==> config.mk <==
export PLATFORM = sky130hd
export DESIGN_NAME = event_packer_flat
export DESIGN_NICKNAME = d
export VERILOG_FILES = /design/src/rtl/event_packer_if.sv /design/src/rtl/event_packer.sv /design/src/flat_wrapper.sv
export SDC_FILE = /design/constraint.sdc
export NUM_CORES = 1
export LEC_CHECK = 0
export ABC_AREA = 1
export CORE_MARGIN = 2
export CORE_UTILIZATION = 48
export CTS_BUF_LIST = sky130_fd_sc_hd__clkbuf_8
export DETAILED_ROUTE_END_ITERATION = 8
export HOLD_SLACK_MARGIN = 0.12
export PLACE_DENSITY_LB_ADDON = 0.25
export SLEW_MARGIN = 20
export SYNTH_ARGS = -nofsm -noshare
export SYNTH_HDL_FRONTEND = slang
export SYNTH_SLANG_ARGS = --single-unit
export TNS_END_PERCENT = 5
==> constraint.sdc <==
create_clock -name clk100 -period 1.97 [get_ports clk100]
set_clock_uncertainty 0.15 [all_clocks]
set_input_delay 0.4925 -clock clk100 [delete_from_list [all_inputs] [get_ports clk100]]
set_output_delay 0.4925 -clock clk100 [all_outputs]
set_load 0.03 [all_outputs]
==> src/rtl/event_packer_if.sv <==
// event_packer_if -- handshake/bus bundle between the event packer, the
// first-word-fall-through capture FIFO and the 16-bit readout FIFO.
//
// Signals:
//   evt_valid  capture FIFO non-empty, evt_data is valid
//   evt_data   256-bit event, 32 byte slots (8'hFF = no hit)
//   evt_rd_en  one-cycle pop strobe to the capture FIFO
//   out_full   readout FIFO full (registered by the FIFO)
//   out_wr_en  write strobe to the readout FIFO
//   out_data   readout word, valid while out_wr_en=1
//   busy       packer is working on an event
//
// Modports:
//   master  the packer side
//   slave   the FIFO/environment side
interface event_packer_if;
  logic         evt_valid;
  logic [255:0] evt_data;
  logic         evt_rd_en;
  logic         out_full;
  logic         out_wr_en;
  logic [15:0]  out_data;
  logic         busy;

  modport master (
    input  evt_valid, evt_data, out_full,
    output evt_rd_en, out_wr_en, out_data, busy
  );

  modport slave (
    output evt_valid, evt_data, out_full,
    input  evt_rd_en, out_wr_en, out_data, busy
  );
endinterface

==> src/rtl/event_packer.sv <==
// event_packer -- pops one 256-bit event from a FWFT capture FIFO and writes
// a header word, one hit word per examined slot and a trailer word into a
// 16-bit readout FIFO.
//
// Ports:
//   clk100  sole clock, rising edge
//   rst     synchronous, active-high reset
//   bus     event_packer_if.master (evt_*, out_*, busy)
//
// Build option:
//   ZERO_SUPPRESS_EN  when defined, slots equal to 8'hFF emit no word
//                     (still one cycle each); otherwise every slot emits.
//
// state   | meaning
// IDLE    | waiting for evt_valid; pops and latches the event
// HEADER  | writing {4'hA, 4'h0, evt_cnt}
// SCAN    | one slot per cycle, slot 0 .. 31
// TRAILER | writing {4'hE, 6'b0, nhits}, then back to IDLE
module event_packer (
  input  logic           clk100,
  input  logic           rst,
  event_packer_if.master bus
);

  typedef enum logic [1:0] {IDLE, HEADER, SCAN, TRAILER} state_t;

  state_t         state;
  logic [255:0]   evt_q;
  logic [7:0]     evt_cnt;
  logic [5:0]     nhits;
  logic [4:0]     slot;
  logic [15:0]    out_q;

  logic [7:0]     slot_val;
  logic [3:0]     slot_tag;
  logic           word_due;
  logic [15:0]    word;
  logic           write;

  always_comb begin
    slot_val = evt_q[{slot, 3'b000} +: 8];
    case (slot[4:3])
      2'd0:    slot_tag = 4'hC;
      2'd1:    slot_tag = 4'hD;
      2'd2:    slot_tag = 4'h2;
      default: slot_tag = 4'h3;
    endcase
  end

  always_comb begin
    word_due = 1'b0;
    word     = 16'h0000;
    case (state)
      HEADER: begin
        word_due = 1'b1;
        word     = {4'hA, 4'h0, evt_cnt};
      end
      SCAN: begin
`ifdef ZERO_SUPPRESS_EN
        word_due = (slot_val != 8'hFF);
`else
        word_due = 1'b1;
`endif
        word     = {slot_tag, 1'b0, slot[2:0], slot_val};
      end
      TRAILER: begin
        word_due = 1'b1;
        word     = {4'hE, 6'b000000, nhits};
      end
      default: begin
        word_due = 1'b0;
        word     = 16'h0000;
      end
    endcase
  end

  // The full flag is already registered by the FIFO, so the write decision
  // is made on it directly in the same cycle; a blocked word simply waits
  // because nothing below advances without a write.
  assign write         = word_due & ~bus.out_full & ~rst;
  assign bus.out_wr_en = write;
  // out_data shows the new word only on the write cycle and otherwise keeps
  // the last word written, so it is also stable while a word is held.
  assign bus.out_data  = rst ? 16'h0000 : (write ? word : out_q);
  assign bus.evt_rd_en = (state == IDLE) & bus.evt_valid & ~rst;
  assign bus.busy      = (state != IDLE) & ~rst;

  always_ff @(posedge clk100) begin
    if (rst) begin
      state   <= IDLE;
      evt_q   <= '0;
      evt_cnt <= 8'h00;
      nhits   <= 6'd0;
      slot    <= 5'd0;
      out_q   <= 16'h0000;
    end else begin
      if (write) begin
        out_q <= word;
      end
      case (state)
        IDLE: begin
          if (bus.evt_valid) begin
            evt_q <= bus.evt_data;
            state <= HEADER;
          end
        end
        HEADER: begin
          if (write) begin
            slot  <= 5'd0;
            state <= SCAN;
          end
        end
        SCAN: begin
          // Suppressed slots (no word due) advance unconditionally.
          if (write || !word_due) begin
            if (write) begin
              nhits <= nhits + 6'd1;
            end
            slot <= slot + 5'd1;
            if (slot == 5'd31) begin
              state <= TRAILER;
            end
          end
        end
        TRAILER: begin
          if (write) begin
            nhits   <= 6'd0;
            evt_cnt <= evt_cnt + 8'd1;
            state   <= IDLE;
          end
        end
        default: state <= IDLE;
      endcase
    end
  end

endmodule

==> src/flat_wrapper.sv <==
// flat-port wrapper written by rule: the top's interface ports become plain ports
module event_packer_flat 
  (clk100, rst, bus_evt_valid, bus_evt_data, bus_out_full, bus_evt_rd_en, bus_out_wr_en, bus_out_data, bus_busy);
  event_packer_if bus_i ();
  input  logic clk100;
  input  logic rst;
  input wire logic [$bits(bus_i.evt_valid)-1:0] bus_evt_valid;
  input wire logic [$bits(bus_i.evt_data)-1:0] bus_evt_data;
  input wire logic [$bits(bus_i.out_full)-1:0] bus_out_full;
  output wire logic [$bits(bus_i.evt_rd_en)-1:0] bus_evt_rd_en;
  output wire logic [$bits(bus_i.out_wr_en)-1:0] bus_out_wr_en;
  output wire logic [$bits(bus_i.out_data)-1:0] bus_out_data;
  output wire logic [$bits(bus_i.busy)-1:0] bus_busy;
  assign bus_i.evt_valid = bus_evt_valid;
  assign bus_i.evt_data = bus_evt_data;
  assign bus_i.out_full = bus_out_full;
  assign bus_evt_rd_en = bus_i.evt_rd_en;
  assign bus_out_wr_en = bus_i.out_wr_en;
  assign bus_out_data = bus_i.out_data;
  assign bus_busy = bus_i.busy;
  event_packer u_core (.clk100(clk100), .rst(rst), .bus(bus_i));
endmodule
==> run metrics, run 1 <==
vias per inst 5.24; CP max stage cell dfxtp_4; CP dominant cell by count nand2_1; biggest area consumer among synthesized cells dfxtp_1; Die Span Y 171 um; Final HPWL DP 33000 um; vias in the first global route 13361; Synth Instances 1968; Post-Syn Area 0.0134 mm^2; endpoints failing setup 19; Core Rows 61; initial antenna violation count 18; Synth area leaders dfxtp_1 44%, o21ai_0 10%, nand2_1 8.9%, nor2_1 8.1%, a21oi_1 7.5%; Worst IR Drop VDD 0.619 mV; CP peak stage delay 0.41 ns; clock slew at reported path FFs 0.06 ns; crit start category flop; Routed met1 length 19200 um; Crit path required time 1.33 ns; switching share of power 0.383; DRC viols 0; relative max-transition margin 0.645; Placed Cells 2604; root buffer cell clkbuf_8; CP Max Fanout 9; final WL 46100 um; Syn Nets 2236; Synth Flop Type dfxtp_1; drt first pass iters 6; Yosys top cell area share 0.437; Iteration-0 DRC Markers 1459; combinational share of power 0.448; vias 14161; Sequential Power Share 0.324; number of synthesized flops with an enable pin 0; WP data arrival 2.32 ns; Die Wd 171 um; I/O Buffers 278; post-layout util 0.686; first-pass GRT wire length 69600 um; Least-Margin Pin Slew 0.533 ns; Max Buffers Root-to-Sink 3; outcome complete, but fails checks; Clock power frac 0.228; final net count 2549; P_sw 9.43 mW; placeable core area 0.0276 mm^2; clk_lat worst skew 0.58 ns; met3 wire len 4550 um; CP cell instances buf_12 -> buf_4 -> nand2_1 -> nand3_2 -> nand3_1 -> nand3_1 -> nand2_1 -> nand2_1 -> nand3_1 -> nand2_1 -> inv_2 -> buf_4; IO Pins 279; WP buf/inv 4; Setup CP Type flop to output port; RSZ-0062 raised after global routing yes; Internal 15.2 mW; power per cell area 1300 mW/mm^2; Syn Area/Cell 6.82 um^2; GP Congestion 0.940; FFs w/ async S/R, synth 0; Tcrit/Tclk final 1.50; routed wl met2 20600 um; TritonCTS clock tree built; synth unique cells 37; Hold Path Class flop to flop; fin crit period 2.96 ns; Fmax achieved 337 MHz; clock sink count 293; share of cells above drive strength 1 0.132; most numerous cell in the Yosys netlist nand2_1; CP delay by family, top simple AND/OR/NAND/NOR gates; Leak 7.98 nW; highest metal used met5; Slew Limit Fails 0; wire per inst 17.1 um; failing checks setup timing; initial core utilization 0.486; Area Growth Syn to Fin 41.2%; full die area 0.0293 mm^2; htree depth 2; GRT Total Usage 0.304; register area share after synthesis 0.437; Fin. Hold Viols 0; TritonCTS Buffers 47; PnR worst setup slack -0.995 ns; maxcap violations 0; largest net degree at the start of global routing 138; synth cell count leaders 319 x nand2_1, 293 x dfxtp_1, 291 x nor2_1; synth warn 0; fill cell count 2341; Critical Path Sink Type output port; setup TNS -13.16 ns; Post-Layout Cell Count 2702; antenna viol nets, final 0; flops & latches, synth 293; GRT Residual Overflow 0
cell type report:
type	instances	area (um^2)	share of cell area
repair buffers	409	4390	0.232
diodes	10	25.0	0.00132
clock buffers	65	895	0.0472
well taps	378	473	0.0250
clock inverters	17	124	0.00654
multi-input cells	1308	6300	0.332
flip-flops and latches	293	5880	0.310
inverters	222	858	0.0453
power groups by stage:
stage,clock (mW),combinational [mW],sequential (mW)
2_1_floorplan,0,6.53,7.89
3_3_place_gp,0,9.98,7.99
3_5_place_dp,0,10.2,8.05
4_1_cts,5.63,10.5,7.93
5_1_grt,5.93,12.2,8.10
6_report,5.61,11.0,7.97
path summary, 6_finish.rpt:
| path | startpoint | to | slack, ns | depth (start not counted) |
|---|---|---|---|---|
| setup / recovery | u_core.slot[0]$_SDFFE_PP0P_ | bus_out_data[5] | -0.99 | 12 |
| hold / removal | u_core.evt_q[18]$_SDFFE_PP0P_ | u_core.evt_q[18]$_SDFFE_PP0P_ | 0.30 | 2 |
| setup reg to reg | u_core.slot[0]$_SDFFE_PP0P_ | u_core.state[0]$_SDFFE_PP0P_ | 0.02 | 10 |
| hold reg to reg | u_core.evt_q[18]$_SDFFE_PP0P_ | u_core.evt_q[18]$_SDFFE_PP0P_ | 0.30 | 2 |
logic make-up after synthesis:
group	Yosys count	synth area share
xor gates and xnor gates	2	0.00131
AOI/OAI and AO/OA	488	0.187
DFF	293	0.437
and+or+nand+nor	810	0.252
buffers and inverters	367	0.116
adders and majority gates	8	0.00746
tightest hold or removal path, cell delays in order, from the launching register on:
cell and delay, ns:
dfxtp_1 0.30, inv_1 0.06, a21oi_1 0.05
placed cells by master, fill, tap and decap left out, types with 2 or more instances in the layout:
| master | n |
|---|---|
| nor3b_2 | 2 |
| nand2_4 | 3 |
| nor3_2 | 2 |
| clkdlybuf4s50_1 | 258 |
| nor3_1 | 7 |
| dfxtp_4 | 4 |
| dfxtp_1 | 289 |
| buf_6 | 9 |
| nand3_2 | 26 |
| ha_1 | 6 |
| nor2_4 | 6 |
| nor2_2 | 3 |
| o21ai_0 | 262 |
| a32o_2 | 5 |
| diode_2 | 10 |
| nand3_1 | 148 |
| buf_8 | 2 |
| a21oi_1 | 199 |
| buf_16 | 2 |
| nand2_1 | 311 |
| clkbuf_16 | 4 |
| clkbuf_8 | 65 |
| and3_1 | 2 |
| buf_4 | 92 |
| inv_1 | 220 |
| o21ai_1 | 7 |
| nand2_2 | 9 |
| xor2_1 | 2 |
| inv_2 | 11 |
| bufinv_16 | 2 |
| nand2_8 | 2 |
| nor2_1 | 284 |
| buf_12 | 41 |
| a221oi_1 | 6 |
| inv_4 | 3 |
layer usage:
layer | vias to the layer above | global-route usage
met5 | - | 0
met4 | 16 | 0.121
met3 | 125 | 0.0842
met2 | 636 | 0.481
met1 | 6424 | 0.394
li1 | 6960 | -
timing repair:
action,CTS,global route
cloned,1,4
hold buffers,0,0
pin swaps,7,4
setup endpoints to repair,21,33
setup buffers,0,1
gates resized for setup,38,37
sequential cells by signal, summed over array words and instances, names as in the netlist:
name	flops
u_core.evt_cnt	8
u_core.evt_q	256
u_core.nhits	6
u_core.out_q	16
u_core.slot	5
u_core.state	2
metrics by stage:
step / power [mW] / setup slack [ns] / hold slack [ns] / area [um^2]
2_1_floorplan: 14.4 / -0.129 / 0.279 / 13500
3_3_place_gp: 18.0 / -0.591 / 0.287 / 17500
3_5_place_dp: 18.2 / -0.636 / 0.292 / 17500
4_1_cts: 24.1 / -0.980 / 0.301 / 18700
5_1_grt: 26.2 / -1.08 / 0.316 / 18900
6_report: 24.6 / -0.995 / 0.302 / 18900
Note: power is estimated with default switching activity, not from simulation.
==> run 2: changes to the inputs <==
--- a/config.mk
+++ b/config.mk
@@ -5,10 +5,10 @@
 export SDC_FILE = /design/constraint.sdc
 export NUM_CORES = 1
 export LEC_CHECK = 0
-export ABC_AREA = 1
 export CORE_MARGIN = 2
-export CORE_UTILIZATION = 48
+export CORE_UTILIZATION = 47
 export CTS_BUF_LIST = sky130_fd_sc_hd__clkbuf_8
+export CTS_CLUSTER_DIAMETER = 200
 export DETAILED_ROUTE_END_ITERATION = 8
 export HOLD_SLACK_MARGIN = 0.12
 export PLACE_DENSITY_LB_ADDON = 0.25
==> run metrics, run 2 <==
outcome complete, but fails checks; failing checks setup timing; CP Max Fanout 6; drt first pass iters 5; Placed Cells 2149; power per cell area 1120 mW/mm^2; Die Wd 168 um; clock slew at reported path FFs 0.06 ns; share of cells above drive strength 1 0.180; Fin. Hold Viols 0; GRT Residual Overflow 0; TritonCTS clock tree built; Crit path required time 1.33 ns; synth unique cells 52; max reg flops 256; Synth Flop Type dfxtp_1; vias per inst 5.42; PnR worst setup slack -1.26 ns; flops & latches, synth 293; DRC viols 0; final net count 2136; Synth area leaders dfxtp_1 46%, nand2_1 16%, a21oi_1 11%, mux2i_1 5.7%, mux4_2 5.5%; number of synthesized flops with an enable pin 0; biggest area consumer among synthesized cells dfxtp_1; Critical Path Sink Type output port; Tcrit/Tclk final 1.64; Syn Nets 1790; CP peak stage delay 0.51 ns; Setup CP Type flop to output port; TritonCTS Buffers 47; Worst IR Drop VDD 0.601 mV; maxcap violations 0; Hold Path Class flop to flop; first-pass GRT wire length 62900 um; vias 12125; GP Congestion 0.894; largest net degree at the start of global routing 188; synth cell count leaders 543 x nand2_1, 293 x dfxtp_1, 276 x a21oi_1; IO Pins 279; most frequent cells in the layout 539 x nand2_1, 288 x dfxtp_1, 271 x a21oi_1; CP cell instances buf_12 -> buf_6 -> mux4_2 -> mux2_2 -> a31oi_4 -> a41oi_2 -> buf_6; htree depth 2; relative max-transition margin 0.446; Core Rows 59; full die area 0.0282 mm^2; I/O Buffers 278; antenna viol nets, final 0; FFs w/ async S/R, synth 0; crit start category flop; Area Growth Syn to Fin 44.3%; placeable core area 0.0262 mm^2; Least-Margin Pin Slew 0.831 ns; CTS Hold Bufs 0; Synth Instances 1522; Fmax achieved 309 MHz; endpoints failing setup 31; root buffer cell clkbuf_8; Post-Layout Cell Count 2236; synth warn 0; CP max stage cell mux4_2; Slew Limit Fails 0; vias in the first global route 12184; initial core utilization 0.482; clock sink count 293; Max Buffers Root-to-Sink 3; Die Span Y 168 um; most common cell after layout, fill and taps aside nand2_1; Post-Syn Area 0.0126 mm^2; most numerous cell in the Yosys netlist nand2_1; clk_lat worst skew 0.55 ns; Leak 6.78 nW; n_diodes 0; Syn Area/Cell 8.30 um^2; RSZ-0062 raised after global routing yes; GRT Total Usage 0.282; CP dominant cell by count buf_6; WP data arrival 2.59 ns; Yosys top cell area share 0.465; fin crit period 3.23 ns; register area share after synthesis 0.465; Iteration-0 DRC Markers 888; wire per inst 18.1 um; largest register by flop count u_core.evt_q; Final HPWL DP 29800 um; largest registers u_core.evt_q (256), u_core.out_q (16), u_core.evt_cnt (8); initial antenna violation count 1; post-layout util 0.695; final WL 40400 um
-- run 2: area by class of cell --
cell class | instances | area, um^2
Timing Repair Buffer | 422 | 4330
Multi-Input combinational cell | 1096 | 6600
Tap cell | 335 | 419
Inverter | 8 | 45.0
Fill cell | 2066 | 7990
Sequential cell | 293 | 5880
Clock buffer | 58 | 798
Clock inverter | 24 | 154
-- run 2: worst paths after layout --
| path | cells past startpoint | start | endpoint | slack, ns |
|---|---|---|---|---|
| worst min-delay path | 2 | u_core.evt_q[151]$_SDFFE_PP0P_ | u_core.evt_q[151]$_SDFFE_PP0P_ | 0.30 |
| worst max register to register | 8 | u_core.slot[0]$_SDFFE_PP0P_ | u_core.out_q[0]$_DFF_P_ | -0.20 |
| worst max-delay path | 7 | u_core.slot[0]$_SDFFE_PP0P_ | bus_out_data[5] | -1.26 |
| worst min register to register | 2 | u_core.evt_q[151]$_SDFFE_PP0P_ | u_core.evt_q[151]$_SDFFE_PP0P_ | 0.30 |
-- run 2: through the flow --
stage	hold WS [ns]	TNS, ns	worst slack (ns)	power [mW]	instance area [um^2]
6_report	0.304	-19.62	-1.26	20.4	18200
3_3_place_gp	0.291	-78.93	-0.941	14.6	16900
2_1_floorplan	0.282	-8.22	-0.512	11.7	12900
3_5_place_dp	0.296	-84.13	-1.01	14.8	16900
5_1_grt	0.317	-22.46	-1.39	21.5	18200
4_1_cts	0.304	-20.56	-1.27	20.3	18100
-- run 2: where the power goes --
group,switching (mW),internal [mW],total [mW]
combinational,4.00,3.45,7.46
sequential,0.622,7.04,7.67
clock,2.36,2.91,5.27
-- run 2: routing by layer --
metal / share of wire / up-vias / global-route usage / wire length, um
li1: - / 5853 / - / -
met1: 0.42 / 5744 / 0.358 / 17000
met2: 0.49 / 461 / 0.481 / 19700
met3: 0.066 / 65 / 0.0574 / 2660
met4: 0.026 / 2 / 0.0926 / 1070
met5: 0.00030 / - / 0 / 12
-- run 2: kinds of logic after synthesis --
| logic type | Yosys count | synth area share |
|---|---|---|
| mux | 111 | 0.125 |
| xor+xnor | 13 | 0.00902 |
| fa+ha+maj | 8 | 0.00793 |
| simple gates | 624 | 0.196 |
| buf+inv | 133 | 0.0482 |
| compound gates | 340 | 0.149 |
| flops | 293 | 0.465 |
-- run 2: repair_timing --
| item | in CTS | in global routing |
|---|---|---|
| endpoints found under the setup margin | 46 | 113 |
| setup buffers | 4 | 2 |
| gates resized for setup | 54 | 28 |
| pin swaps | 9 | 11 |
-- run 2: critical path: cells and delay by family, from the launching register on --
kind	cells	cell delay, ns
AO/OA/AOI/OAI	2	0.34
flip-flops	1	0.40
buffers and inverters	3	0.47
multiplexers	2	0.83
